`config.mk`:
```
export PLATFORM = sky130hd
export DESIGN_NAME = bcd_time_counter
export DESIGN_NICKNAME = d
export VERILOG_FILES = /design/src/rtl/bcd_time_counter.sv
export SDC_FILE = /design/constraint.sdc
export NUM_CORES = 1
export LEC_CHECK = 0
export CAP_MARGIN = 20
export CORE_MARGIN = 8
export CORE_UTILIZATION = 52
export DETAILED_ROUTE_END_ITERATION = 10
export PLACE_DENSITY = 0.92
export SYNTH_ARGS = -nofsm -noshare
export SYNTH_HDL_FRONTEND = slang
export SYNTH_SLANG_ARGS = --single-unit
```
`constraint.sdc`:
```
create_clock -name clk -period 4.5 [get_ports clk]
set_input_delay 0.9 -clock clk [delete_from_list [all_inputs] [get_ports clk]]
set_output_delay 0.9 -clock clk [all_outputs]
set_load 0.02 [all_outputs]
```
`src/rtl/bcd_time_counter.sv`:
```
// BCD hh:mm:ss time-of-day counter advanced by a synchronised 1 Hz square wave.
// Optional alarm comparator enabled by defining BCD_ALARM_EN.
module bcd_time_counter #(
    parameter int unsigned SYNC_STAGES = 2,
    parameter int unsigned HOUR_MAX    = 23
) (
    input  logic       clk,
    input  logic       reset,
    input  logic       clk_1s,
    input  logic       run,
    input  logic       load,
    input  logic [7:0] set_hour,
    input  logic [7:0] set_min,
    input  logic [7:0] set_sec,
`ifdef BCD_ALARM_EN
    input  logic       alarm_set,
    input  logic [7:0] alarm_hour,
    input  logic [7:0] alarm_min,
    input  logic       alarm_ack,
`endif
    output logic [7:0] hour_bcd,
    output logic [7:0] min_bcd,
    output logic [7:0] sec_bcd,
    output logic       tick_1hz,
    output logic       day_wrap,
    output logic       load_err,
    output logic       alarm
);

    localparam logic [7:0] HOUR_MAX_BCD = {4'(HOUR_MAX / 10), 4'(HOUR_MAX % 10)};
    localparam logic [7:0] MAX_59       = 8'h59;

    logic [SYNC_STAGES-1:0] sync_q;
    logic                   tick_q;
    logic [7:0]             hour_q, min_q, sec_q;
    logic [7:0]             hour_d, min_d, sec_d;
    logic                   wrap_q, wrap_d;
    logic                   err_q, err_d;
    logic                   cnt_en_c;
    logic                   alarm_err_c;

    function automatic logic bcd_ok(input logic [7:0] v, input logic [7:0] max);
        return (v[7:4] <= 4'd9) && (v[3:0] <= 4'd9) && (v <= max);
    endfunction

    function automatic logic [7:0] bcd_inc(input logic [7:0] v);
        return (v[3:0] == 4'd9) ? {v[7:4] + 4'd1, 4'd0} : {v[7:4], v[3:0] + 4'd1};
    endfunction

    // A load in the same cycle as a tick consumes that tick.
    assign cnt_en_c = run && tick_q && !load;

    // Next time value: load, or full ripple of the BCD carries in one step.
    always_comb begin
        hour_d = hour_q;
        min_d  = min_q;
        sec_d  = sec_q;
        wrap_d = 1'b0;
        err_d  = alarm_err_c;
        if (load) begin
            if (bcd_ok(set_hour, HOUR_MAX_BCD) && bcd_ok(set_min, MAX_59) && bcd_ok(set_sec, MAX_59)) begin
                hour_d = set_hour;
                min_d  = set_min;
                sec_d  = set_sec;
            end else begin
                err_d = 1'b1;
            end
        end else if (cnt_en_c) begin
            sec_d = (sec_q == MAX_59) ? 8'h00 : bcd_inc(sec_q);
            if (sec_q == MAX_59) begin
                min_d = (min_q == MAX_59) ? 8'h00 : bcd_inc(min_q);
                if (min_q == MAX_59) begin
                    if (hour_q == HOUR_MAX_BCD) begin
                        hour_d = 8'h00;
                        wrap_d = 1'b1;
                    end else begin
                        hour_d = bcd_inc(hour_q);
                    end
                end
            end
        end
    end

    always_ff @(posedge clk or posedge reset) begin
        if (reset) begin
            sync_q <= '0;
            tick_q <= 1'b0;
            hour_q <= 8'h00;
            min_q  <= 8'h00;
            sec_q  <= 8'h00;
            wrap_q <= 1'b0;
            err_q  <= 1'b0;
        end else begin
            sync_q <= {sync_q[SYNC_STAGES-2:0], clk_1s};
            // Registered rising edge of the last synchroniser stage.
            tick_q <= sync_q[SYNC_STAGES-2] & ~sync_q[SYNC_STAGES-1];
            hour_q <= hour_d;
            min_q  <= min_d;
            sec_q  <= sec_d;
            wrap_q <= wrap_d;
            err_q  <= err_d;
        end
    end

`ifdef BCD_ALARM_EN
    logic [7:0] al_hour_q, al_min_q;
    logic       armed_q, alarm_q;
    logic       al_ok_c, al_hit_c;

    assign al_ok_c     = bcd_ok(alarm_hour, HOUR_MAX_BCD) && bcd_ok(alarm_min, MAX_59);
    assign alarm_err_c = alarm_set && !al_ok_c;
    // Only counting can fire the alarm; a load landing on the alarm time cannot.
    assign al_hit_c    = cnt_en_c && armed_q && (hour_d == al_hour_q) &&
                         (min_d == al_min_q) && (sec_d == 8'h00);

    always_ff @(posedge clk or posedge reset) begin
        if (reset) begin
            al_hour_q <= 8'h00;
            al_min_q  <= 8'h00;
            armed_q   <= 1'b0;
            alarm_q   <= 1'b0;
        end else begin
            if (alarm_set && al_ok_c) begin
                al_hour_q <= alarm_hour;
                al_min_q  <= alarm_min;
                armed_q   <= 1'b1;
            end
            if (al_hit_c) begin
                alarm_q <= 1'b1;
            end else if (alarm_ack) begin
                alarm_q <= 1'b0;
            end
        end
    end

    assign alarm = alarm_q;
`else
    assign alarm_err_c = 1'b0;
    assign alarm       = 1'b0;
`endif

    assign hour_bcd = hour_q;
    assign min_bcd  = min_q;
    assign sec_bcd  = sec_q;
    assign tick_1hz = tick_q;
    assign day_wrap = wrap_q;
    assign load_err = err_q;

endmodule

```
### Word level (Yosys, flattened, before mapping)

Index checks and enable logic that the tools add are counted.

| word-level totals | value |
|---|---|
| bits of input ports | 29 |
| register bits | 29 |
| logic and storage cells | 82 |
| output and inout port bits | 28 |

| cells by class | value |
|---|---|
| add/subtract/negate cells | 6 |
| order comparisons | 9 |
| reduce and logical (&&, ||, !) cells | 23 |
| bitwise gates (word level) | 2 |
| multiplexer cells | 25 |
| eq/ne operators | 7 |

Operators with widths:

| operator | number |
|---|---|
| two-way mux 8 bit | 18 |
| adder 4 x 1 -> 4 bit, second input constant | 6 |
| <= comparator 4 bit, second input constant | 6 |
| == test 8 x 7 -> 1 bit, second input constant | 2 |
| <= comparator 8 x 7 -> 1 bit, second input constant | 2 |
| == test 4 bit, second input constant | 3 |
| logical AND 1 bit | 10 |
| nonzero test 3 bit | 3 |
| == test 8 x 6 -> 1 bit, second input constant | 1 |
| <= comparator 8 x 6 -> 1 bit, second input constant | 1 |
| AND reduction 4 bit | 2 |
| two-way mux 1 bit | 7 |
| AND reduction 3 bit | 2 |
| nonzero test 2 bit | 3 |
| AND reduction 5 bit | 1 |
| != test 2 x 1 -> 1 bit, second input constant | 1 |
| AND reduction 2 bit | 1 |
| bitwise AND 1 bit | 1 |
| zero test 1 bit | 1 |
| inverter 1 bit | 1 |

### Longest topological paths before layout

| depth | value |
|---|---|
| depth after elaboration | 7 |
| gate-level depth with buffers | 8 |
| depth with buffers taken out | 7 |

### Worst setup path before layout

OpenSTA, ideal clock, no wires.

| path | value |
|---|---|
| path type | input to register |
| from | input port set_hour[6] |
| to | register min_q[7] (netlist: min_bcd[7]) |
| data arrival time | 2022 ps |
| required time | 4374 ps |
| setup slack | 2352 ps |
| library setup time | 126 ps |
| cell stages on the path | 7 |
| buffers on the path | 2 |
| cells stage by stage | nor4_1 -> and4_1 -> buf_4 -> and2_1 -> buf_6 -> nor2_1 -> a311o_1 |

| between the ends | value |
|---|---|
| cells in the longest elaborated chain, start to end | 7 |
| elaborated cells between the ends (all ways) | 8 |
| those cells by class | 2 x order compare; 1 x eq/ne; 5 x reduce/logical |

RTL lines:

| item | RTL line | text |
|---|---|---|
| start: declaration | 12 | `input logic [7:0] set_hour,` |
| parallel branches: the longest is 2 deep, another holds <= comparator 8 x 6 -> 1 bit | - |  |
| logical AND 1 bit (*) | 43 | `return (v[7:4] <= 4'd9) && (v[3:0] <= 4'd9) && (v <= max);` |
| logical AND 1 bit (*) (2 in a row) | 61 | `if (bcd_ok(set_hour, HOUR_MAX_BCD) && bcd_ok(set_min, MAX_59) && bcd_ok(set_sec, MAX_59)) begin` |
| != test 2 x 1 -> 1 bit (no line) (*) | - |  |
| AND reduction 4 bit (no line) (*) | - |  |
| end signal: assignment | 98 | `min_q <= min_d;` |
| end: declaration | 35 | `logic [7:0] hour_q, min_q, sec_q;` |

Every way passes the cells marked *.
A chain may end at the register's enable or synchronous reset.

### Worst setup path after layout

| path | value |
|---|---|
| from | input port set_hour[6] |
| to | register sec_q[0] (netlist: sec_bcd[0]) |

| between the ends | value |
|---|---|
| cells in the longest elaborated chain, start to end | 7 |
| elaborated cells between the ends (all ways) | 8 |
| those cells by class | 2 x order compare; 1 x eq/ne; 5 x reduce/logical |

RTL lines:

| item | RTL line | text |
|---|---|---|
| parallel branches: the longest is 2 deep, another holds <= comparator 8 x 6 -> 1 bit | - |  |
| logical AND 1 bit (*) | 43 |  |
| logical AND 1 bit (*) (2 in a row) | 61 |  |
| != test 2 x 1 -> 1 bit (no line) (*) | - |  |
| AND reduction 2 bit (no line) (*) | - |  |
| end signal: assignment | 90 | `sec_q <= 8'h00;` |
| end signal: assignment | 99 | `sec_q <= sec_d;` |
| end: declaration | 35 |  |

Marked as above.

==> metrics.md <==
| Metric | Value |
|---|---|
| Slew margin rel. | around three fifths |
| Final core utilization | 72.5% |
| Final hold violation count | 0 |
| I/O pin total | 57 |
| Tmin final | 2.70 ns |
| IR drop worst, VDD | 0.000221 V |
| Rows | 22 |
| Worst endpoint required time | 4.65 ns |
| Library cells used by synthesis | 54 |
| Vias in the first global route | 1938 |
| Ys flop type | dfrtp_1 |
| WHS | 0.376 ns |
| Number of buffers created by CTS | 5 |
| Syn nets | 254 |
| Storage cell area | 726 sq um |
| Largest stage delay, worst path | 0.48 ns |
| Reg2Reg Depth | 7 |
| Die area | 0.00607 sq mm |
| GR Overflow Total | 0 |
| Slew Limit Fails | 0 |
| Flop pwr share | between 40% and 50% |
| Routed length per instance | 17.6 um |
| Internal power | 0.000533 W |
| Layout cells sized above 1 | 7.12% |
| Gr usage total | between 10% and 20% |
| Crit. End Element | flip-flop |
| Initial DRC Count | around 190 |
| Post-synth ARST share | 100% |
| Sum Neg Setup Slack | 0 ns |
| Clock Latency Late Sink | 0.28 ns |
| Stages on worst setup path | 6 |
| Post-CTS setup buffers | 0 |
| Slowest-stage cell, CP | and2_1 |
| Post-synthesis sequential area ratio | 36.4% |
| CTS tree | done |
| Antenna viol nets, final | 0 |
| Pin count of the biggest net entering global routing | 25 |
| Drt drc | 0 |
| Via density | 6.20 |
| Routability cong. | 0.872 |
| Mean area per synthesized cell | 9.36 sq um |
| Worst Path Max Fanout | 10 |
| Fill cell count | 294 |
| Antenna violations before repair | 0 |
| Worst hold path type | flip-flop to flip-flop |
| Die W | 77.9 um |
| Via count | around 2000 |
| Worst Path Class, Setup | input pin to flip-flop |
| Clock skew | 0.00705 ns |
| Outcome | completed |
| Switch Pwr | 0.000261 W |
| First-pass GRT wire length | between 9 and 10 mm |
| Most frequent cell after synthesis | dfrtp_1 |
| PortBufs | 55 |
| Number of synthesized flops with an enable pin | 0 |
| Least-Margin Pin Slew | 0.619 ns |
| Synthesized cell area | between 0.0015 and 0.002 sq mm |
| Crit-path leading delay family | simple AND/OR/NAND/NOR gates |
| Clock tree buffer depth | 2 |
| Root Buffer | clkbuf_8 |
| Buf/Inv on CP | 1 |
| Synthesis-to-finish area growth | 33.2% |
| Sink Count | 29 |
| Yosys top cell area share | approximately 36% |
| Nets@finish | 308 |
| Post-Synthesis Cells | 213 |
| Reported max-cap violation count | 0 |
| RSZ-0062 raised after global routing | false |
| Cell area power density | 299 mW/mm^2 |
| Worst Hold Depth | 0 |
| Post_cts resized | 0 |
| Synth Register Bits | 29 |
| Core area | 0.00366 sq mm |
| Initial Util | 54.4% |
| Pre-Repair DR Iteration Count | 4 |
| Sw Ratio | 32.9% |
| Final setup viols | 0 |
| Clk slew on worst S/H paths | 0.05 ns |
| Pleak | 1.09 nW |
| Comb pwr share | between 30% and 40% |
| Clock power share | 27.1% |
| Area of the multi-input gates | 0.00116 sq mm |
| Area contributors post-synth | dfrtp_1, ha_1, a21oi_1 |
| Non-filler cells in the finished layout | 315 |
| Die height | 77.9 um |
| Antenna diodes | 0 |
| H-tree depth | 2 |
| Post-DP HPWL | ~4.2 mm |
| Inst Count DP | around 300 |
| Total Wirelength | 5.54 mm |
| Fmax | 0.371 GHz |
| Hold-fix buffers, CTS | 0 |
| WP data arrival | 2.85 ns |
| Largest area contributor in the netlist | dfrtp_1 |
| CP Launch Type | input pin |
| Tcrit/Tclk final | 60.0% |
| Post-synth top cells | dfrtp_1, a21oi_1, nand2_1, ha_1, nor3_1 |
| Yosys warns | 0 |
| Crit path cell chain | clkdlybuf4s50_1 -> nor4_1 -> and4_1 -> and2_1 -> mux2i_1 -> a21oi_1 |
stage by stage:
stage	setup WS [ns]	instance area, sq um	power, W
finish	1.80	2660	0.000794
floorplan	2.35	1990	0.000461
CTS	1.81	2660	0.000797
global route	1.73	2660	0.000836
detailed placement	1.53	2570	0.000580
global placement	1.58	2540	0.000569
routing by layer:
layer | vias up | routed length [um] | global-route usage [%]
met5 | - | 0 | 0
met4 | 0 | 124 | 7.78
met3 | 15 | 388 | 5.30
met2 | 93 | 2700 | 30.2
met1 | 929 | 2320 | 22.1
li1 | 915 | - | -
worst paths after layout:
path,from,endpoint,slack (ns)
max,set_hour[6],sec_bcd[0]$_DFFE_PP0P_,1.80
min,sync_q[0]$_DFF_PP0_,sync_q[1]$_DFF_PP0_,0.38
max reg2reg,sec_bcd[1]$_DFFE_PP0P_,hour_bcd[3]$_DFFE_PP0P_,2.29
min reg2reg,sync_q[0]$_DFF_PP0_,sync_q[1]$_DFF_PP0_,0.38
max in group asynchronous,reset,sec_bcd[0]$_DFFE_PP0P_,3.01
min in group asynchronous,reset,sec_bcd[6]$_DFFE_PP0P_,1.00
cells by family (layout without fill, tap and decap cells):
group / count (synthesis) / count (layout) / share of synthesized area (%)
other: 1 / 1 / 0.188
muxes: 7 / 7 / 3.52
and+or+nand+nor: 82 / 82 / 24.9
adders and majority gates: 12 / 12 / 7.53
AOI/OAI and AO/OA: 63 / 63 / 22.3
buffers and inverters: 19 / 73 / 5.21
DFF: 29 / 29 / 36.4
cells in the final DEF, fill, tap and decap left out, types with 5 or more instances in the layout:
| cell | Yosys | final |
|---|---|---|
| mux2i_1 | 7 | 7 |
| a21oi_1 | 19 | 19 |
| ha_1 | 12 | 12 |
| inv_1 | 9 | 9 |
| nand2_1 | 14 | 14 |
| dfrtp_1 | 29 | 29 |
| nor3_1 | 11 | 11 |
| clkdlybuf4s50_1 | 0 | 55 |
| a211oi_1 | 5 | 5 |
| nor2_1 | 10 | 10 |
| nand4_1 | 5 | 5 |
| o21ai_0 | 7 | 7 |
| nand3_1 | 5 | 5 |
| clkbuf_8 | 0 | 6 |
cell type report:
type,count,area share [%]
multi-input combinational,165,43.8
sequential,29,27.3
timing repair buffer,57,22.1
clock buffer,7,3.25
tap,48,2.26
inverter,9,1.27
state kept, by name (all words and copies together) (netlist names):
register / cells
tick_1hz: 1
sync_q: 2
day_wrap: 1
min_bcd: 8
sec_bcd: 8
hour_bcd: 8
load_err: 1
power by group through the flow:
stage	Sequential, W	Combinational [W]	Clock (W)
finish	0.000337	0.000242	0.000215
global route	0.000342	0.000263	0.000232
CTS	0.000335	0.000243	0.000218
detailed placement	0.000339	0.000241	0
global placement	0.000337	0.000232	0
floorplan	0.000364	0.0000972	0
Note: power is estimated with default switching activity, not from simulation.
